**config.mk**
```make
export PLATFORM = sky130hd
export DESIGN_NAME = io_port_bank
export DESIGN_NICKNAME = d
export VERILOG_FILES = /design/src/rtl/io_port_bank.sv
export SDC_FILE = /design/constraint.sdc
export NUM_CORES = 1
export LEC_CHECK = 0
export CAP_MARGIN = 15
export CELL_PAD_IN_SITES_DETAIL_PLACEMENT = 2
export CELL_PAD_IN_SITES_GLOBAL_PLACEMENT = 2
export CORE_AREA = 2 2 119 109
export CTS_CLUSTER_DIAMETER = 150
export DETAILED_ROUTE_END_ITERATION = 6
export DIE_AREA = 0 0 121 111
export GPL_ROUTABILITY_DRIVEN = 0
export PLACE_DENSITY = 0.92
export SLEW_MARGIN = 20
export SYNTH_ARGS = -nofsm -noshare
export SYNTH_HDL_FRONTEND = slang
export SYNTH_SLANG_ARGS = --single-unit
```
**constraint.sdc**
```tcl
create_clock -name clk -period 5.38 [get_ports clk]
set_clock_uncertainty 0.15 [all_clocks]
set_input_delay 0.538 -clock clk [delete_from_list [all_inputs] [get_ports clk]]
set_output_delay 0.538 -clock clk [all_outputs]
set_load 0.1 [all_outputs]
```
**src/rtl/io_port_bank.sv**
```systemverilog
// io_port_bank: memory-mapped IO block for the FemtoRV32 SoC bus.
//
// NUM_PORTS output ports of WIDTH bits each. Every port can be accessed
// through four aliases: write (OUT), set (SET), clear (CLR) and toggle (TGL).
// Writes honour byte-lane masking. There is also one synchronised input port
// with rising/falling edge detection, sticky write-1-to-clear status, and a
// level interrupt. Read data is registered, so reads have one cycle of latency.
//
// Ports:
//   clk       system clock
//   reset     asynchronous active-high reset
//   sel       IO region select (mem_address_is_io)
//   addr      IO word address
//   wmask     byte write mask, nonzero means write
//   wdata     write data
//   rstrb     read strobe
//   rdata     registered read data
//   port_out  output ports, port k at [k*WIDTH +: WIDTH]
//   port_in   asynchronous input pins
//   irq       interrupt request, registered OR of STATUS
module io_port_bank #(
    parameter int unsigned      NUM_PORTS   = 2,
    parameter int unsigned      WIDTH       = 8,
    parameter int unsigned      IN_WIDTH    = 8,
    parameter int unsigned      SYNC_STAGES = 2,
    parameter logic [WIDTH-1:0] RESET_VALUE = '0
) (
    input  logic                       clk,
    input  logic                       reset,
    input  logic                       sel,
    input  logic [7:0]                 addr,
    input  logic [3:0]                 wmask,
    input  logic [31:0]                wdata,
    input  logic                       rstrb,
    output logic [31:0]                rdata,
    output logic [NUM_PORTS*WIDTH-1:0] port_out,
    input  logic [IN_WIDTH-1:0]        port_in,
    output logic                       irq
);

    // Address bits [5:4] select the access alias inside the port region.
    typedef enum logic [1:0] {
        GRP_OUT = 2'd0,
        GRP_SET = 2'd1,
        GRP_CLR = 2'd2,
        GRP_TGL = 2'd3
    } grp_e;

    localparam logic [7:0] ADDR_IN      = 8'h40;
    localparam logic [7:0] ADDR_RISE_EN = 8'h41;
    localparam logic [7:0] ADDR_FALL_EN = 8'h42;
    localparam logic [7:0] ADDR_STATUS  = 8'h43;

    logic              wr_en;
    logic              rd_en;
    logic [31:0]       lane_mask;
    logic [31:0]       operand;
    logic              port_region;
    logic [3:0]        port_idx;
    grp_e              grp;

    logic [WIDTH-1:0]  out_q [NUM_PORTS];
    logic [WIDTH-1:0]  out_d [NUM_PORTS];

    logic [IN_WIDTH-1:0] sync_q [SYNC_STAGES];
    logic [IN_WIDTH-1:0] in_val;
    logic [IN_WIDTH-1:0] prev_q;
    logic [IN_WIDTH-1:0] rise_en_q;
    logic [IN_WIDTH-1:0] fall_en_q;
    logic [IN_WIDTH-1:0] status_q;
    logic [IN_WIDTH-1:0] status_set;
    logic [IN_WIDTH-1:0] status_clr;
    logic [IN_WIDTH-1:0] status_d;

    logic [31:0]       rd_val;

    // Data bits above WIDTH/IN_WIDTH are dropped on purpose.
    logic unused_bits;
    assign unused_bits = ^{operand, lane_mask};

    // ------------------------------------------------------------------
    // Bus decode
    // ------------------------------------------------------------------
    always_comb begin
        wr_en       = sel && (wmask != 4'b0000);
        rd_en       = sel && rstrb;
        lane_mask   = {{8{wmask[3]}}, {8{wmask[2]}}, {8{wmask[1]}}, {8{wmask[0]}}};
        operand     = wdata & lane_mask;
        port_region = (addr[7:6] == 2'b00);
        port_idx    = addr[3:0];
        grp         = grp_e'(addr[5:4]);
    end

    // ------------------------------------------------------------------
    // Output ports
    // ------------------------------------------------------------------
    always_comb begin
        for (int unsigned k = 0; k < NUM_PORTS; k++) begin
            out_d[k] = out_q[k];
            if (wr_en && port_region && (port_idx == 4'(k))) begin
                case (grp)
                    // Unmasked lanes keep their previous contents.
                    GRP_OUT: out_d[k] = (out_q[k] & ~lane_mask[WIDTH-1:0]) | operand[WIDTH-1:0];
                    GRP_SET: out_d[k] = out_q[k] | operand[WIDTH-1:0];
                    GRP_CLR: out_d[k] = out_q[k] & ~operand[WIDTH-1:0];
                    GRP_TGL: out_d[k] = out_q[k] ^ operand[WIDTH-1:0];
                    default: out_d[k] = out_q[k];
                endcase
            end
        end
    end

    always_ff @(posedge clk or posedge reset) begin
        if (reset) begin
            for (int unsigned k = 0; k < NUM_PORTS; k++) begin
                out_q[k] <= RESET_VALUE;
            end
        end else begin
            for (int unsigned k = 0; k < NUM_PORTS; k++) begin
                out_q[k] <= out_d[k];
            end
        end
    end

    always_comb begin
        port_out = '0;
        for (int unsigned k = 0; k < NUM_PORTS; k++) begin
            port_out[k*WIDTH +: WIDTH] = out_q[k];
        end
    end

    // ------------------------------------------------------------------
    // Input path: synchroniser, edge detect, sticky status
    // ------------------------------------------------------------------
    always_ff @(posedge clk or posedge reset) begin
        if (reset) begin
            for (int unsigned i = 0; i < SYNC_STAGES; i++) begin
                sync_q[i] <= '0;
            end
            prev_q <= '0;
        end else begin
            sync_q[0] <= port_in;
            for (int unsigned i = 1; i < SYNC_STAGES; i++) begin
                sync_q[i] <= sync_q[i-1];
            end
            prev_q <= in_val;
        end
    end

    assign in_val = sync_q[SYNC_STAGES-1];

    // Enables are sampled before any same-cycle write, so a newly written
    // enable only affects edges seen from the next cycle onwards.
    always_comb begin
        status_set = ((in_val & ~prev_q) & rise_en_q) | ((~in_val & prev_q) & fall_en_q);
        status_clr = '0;
        if (wr_en && (addr == ADDR_STATUS)) begin
            status_clr = operand[IN_WIDTH-1:0];
        end
        // Set is applied after clear so a coincident edge wins.
        status_d = (status_q & ~status_clr) | status_set;
    end

    always_ff @(posedge clk or posedge reset) begin
        if (reset) begin
            rise_en_q <= '0;
            fall_en_q <= '0;
            status_q  <= '0;
            irq       <= 1'b0;
        end else begin
            if (wr_en && (addr == ADDR_RISE_EN)) begin
                rise_en_q <= operand[IN_WIDTH-1:0];
            end
            if (wr_en && (addr == ADDR_FALL_EN)) begin
                fall_en_q <= operand[IN_WIDTH-1:0];
            end
            status_q <= status_d;
            irq      <= |status_q;
        end
    end

    // ------------------------------------------------------------------
    // Read path: mux uses pre-write state, result registered on rd_en
    // ------------------------------------------------------------------
    always_comb begin
        rd_val = '0;
        if (port_region) begin
            for (int unsigned k = 0; k < NUM_PORTS; k++) begin
                if (port_idx == 4'(k)) begin
                    rd_val[WIDTH-1:0] = out_q[k];
                end
            end
        end else begin
            case (addr)
                ADDR_IN:      rd_val[IN_WIDTH-1:0] = in_val;
                ADDR_RISE_EN: rd_val[IN_WIDTH-1:0] = rise_en_q;
                ADDR_FALL_EN: rd_val[IN_WIDTH-1:0] = fall_en_q;
                ADDR_STATUS:  rd_val[IN_WIDTH-1:0] = status_q;
                default:      rd_val = '0;
            endcase
        end
    end

    always_ff @(posedge clk or posedge reset) begin
        if (reset) begin
            rdata <= '0;
        end else if (rd_en) begin
            rdata <= rd_val;
        end
    end

endmodule

```
==> flow_metrics.env <==
export IMPL_cts_hold_buf=0
export IMPL_cp_data_required_time_ps=5420
export IMPL_yosysWarnings=0
export IMPL_multi_input_area_mm2=0.00170
export IMPL_ys_top_cells_by_count="dfrtp_1, o21ai_0, nand2_1"
export IMPL_dr_total_vias=3070
export IMPL_period_minus_slack_ps=2850
export IMPL_pre_cts_ws_ps=2250
export IMPL_numCtsBuffers=9
export IMPL_synthFlopType="dfrtp_1"
export IMPL_critPathKind="in -> reg"
export IMPL_busiest_layer="met2"
export IMPL_grt_pass1_wl_um=19600
export IMPL_port_buffers=56
export IMPL_cts_tree="done"
export IMPL_drt_pre_antenna_iters=4
export IMPL_start_util_pct=30.1
export IMPL_arrival_ps=2890
export IMPL_fill_cells=1328
export IMPL_antenna_cells=0
export IMPL_seq_area_frac_synth_pct=49.2
export IMPL_drive_above_1_share_pct=7.57
export IMPL_yosys_cell_count_top_type="dfrtp_1"
export IMPL_synth_area_mm2=0.00371
export IMPL_path_clk_slew_ps=60
export IMPL_outcome="completed"
export IMPL_totalWireLength_um=12100
export IMPL_p_leak_nw=1.92
export IMPL_reg2reg_slack_ps=3770
export IMPL_cts_max_path_buffers=2
export IMPL_grt_overflow_total=0
export IMPL_root_buffer="clkbuf_16"
export IMPL_rr_startpoint="in_val[7]"
export IMPL_ir_drop_mv=0.202
export IMPL_post_route_period_util_pct=52.9
export IMPL_ys_types=42
export IMPL_ys_async_sr_fraction_pct=100
export IMPL_drv_slew=0
export IMPL_synth_area_leaders="dfrtp_1, ha_1, o21ai_0"
export IMPL_num_rows=39
export IMPL_powerDensity_mw_per_mm2=345
export IMPL_viasPerCell=5.23
export IMPL_wl_per_cell_um=20.7
export IMPL_drtAntennaViolNets=0
export IMPL_seq_area_mm2=0.00183
export IMPL_drc=0
export IMPL_grt_max_degree=74
export IMPL_die_height_um=111
export IMPL_grt_pass1_vias=3397
export IMPL_synth_area_leader_cell="dfrtp_1"
export IMPL_final_nets=490
export IMPL_area_growth_synth_to_final_pct=24.7
export IMPL_drt_iter0_drc=101
export IMPL_synth_top_area_share_pct=49.2
export IMPL_crit_start="addr[1]"
export IMPL_cap_viol_max_count=0
export IMPL_core_area_mm2=0.0123
export IMPL_cts_resized=0
export IMPL_grtUsageMet1_pct=23.9
export IMPL_antenna_found_initial=0
export IMPL_path_max_fanout=16
export IMPL_die_x_um=121
export IMPL_clk_latency_ps=350
export IMPL_slew_headroom_pct=34.1
export IMPL_pin_count=105
export IMPL_ctsHtreeMaxLevel=3
export IMPL_grtUsageMet3_pct=5.09
export IMPL_grt_setup_unrepaired="false"
export IMPL_avgSynthCellArea_um2=10.2
export IMPL_synth_cells=365
export IMPL_synth_edf_count=0
export IMPL_hp_class="reg -> reg"
export IMPL_clock_sinks=73
export IMPL_crit_path_start_kind="primary input"
export IMPL_fmaxAchievable_ghz=0.351
export IMPL_grt_total_usage_pct=19.3
export IMPL_ys_seq_elements=73
export IMPL_finalHoldViolCount=0
export IMPL_setup_viol=0
export IMPL_layout_setup_ws_ps=2530
export IMPL_post_cts_buffers=0
export IMPL_setup_tns_ps=0
export IMPL_use_met2_pct=32.8
export IMPL_endpoint_kind="register"
export IMPL_worst_slew_pin_slew_ps=986
export IMPL_dp_final_hpwl_um=8410
export IMPL_fp_dieArea_mm2=0.0134
export IMPL_min_from="sync_q[15]"
state kept, by name, summed over array words and instances (netlist names):
register,flops
irq,1
rise_en_q,8
sync_q,8
rdata,8
port_out,16
fall_en_q,8
prev_q,8
status_q,8
in_val,8
cell families after synthesis:
group | Yosys count | share of synthesized area (%)
AO/OA/AOI/OAI | 114 | 19.0
adder cells (fa/ha/maj) | 16 | 5.39
buffers and inverters | 43 | 7.18
flip-flops | 73 | 49.2
multiplexers | 15 | 4.21
other | 1 | 0.101
AND/OR/NAND/NOR | 103 | 14.8
power by group:
group	switching (mW)	internal, mW	total (mW)
Clock	0.243	0.359	0.602
Combinational	0.295	0.0918	0.387
Sequential	0.0292	0.581	0.610
Total	0.567	1.03	1.60
metal layers:
layer	wire [um]	vias to the layer above
met5	0	-
met4	215	0
met3	496	14
met2	6300	63
met1	5130	1607
li1	-	1386
cell usage in the layout (no fill, tap or decap), types with 11 or more instances in the layout:
| cell type | n |
|---|---|
| o211ai_1 | 11 |
| o2bb2ai_1 | 14 |
| nor2_1 | 24 |
| a21oi_1 | 33 |
| nand2_1 | 35 |
| dfrtp_1 | 73 |
| o21ai_0 | 37 |
| clkdlybuf4s50_1 | 56 |
| ha_1 | 16 |
| conb_1 | 24 |
critical path, stage by stage:
cell             delay, ps
clkdlybuf4s50_1        640
nor4b_1                640
nand3_1                680
nand2_1                280
o21ai_0                110
cell type report:
| class | instances | share of cell area (%) |
|---|---|---|
| Tap cell | 164 | 4.43 |
| Inverter | 2 | 0.162 |
| Clock inverter | 7 | 1.51 |
| Timing Repair Buffer | 60 | 12.8 |
| Clock buffer | 9 | 4.86 |
| Multi-Input combinational cell | 272 | 36.8 |
| Sequential cell | 73 | 39.5 |
path summary, 6_finish.rpt:
| check | end | cells after the start |
|---|---|---|
| max in group asynchronous | sync_q[13] | 3 |
| worst min register to register | in_val[7] | 0 |
| worst max-delay path | fall_en_q[2] | 5 |
| min in group asynchronous | sync_q[8] | 3 |
| worst max register to register | rdata[7] | 4 |
| worst min-delay path | in_val[7] | 0 |
stage by stage:
stage                     hold WS, ps  total power [mW]  utilization, %  instance area, um^2  std cells
after CTS                         203              1.62            37.5                 4630        587
after floorplan                   181             0.912               -                 3800        388
after global placement            183             0.989            35.1                 4330        571
after global routing              209              1.67            37.5                 4630        587
final                             200              1.60            37.5                 4630        587
after detailed placement          190              1.00            35.1                 4330        571
Note: power is estimated with default switching activity, not from simulation.
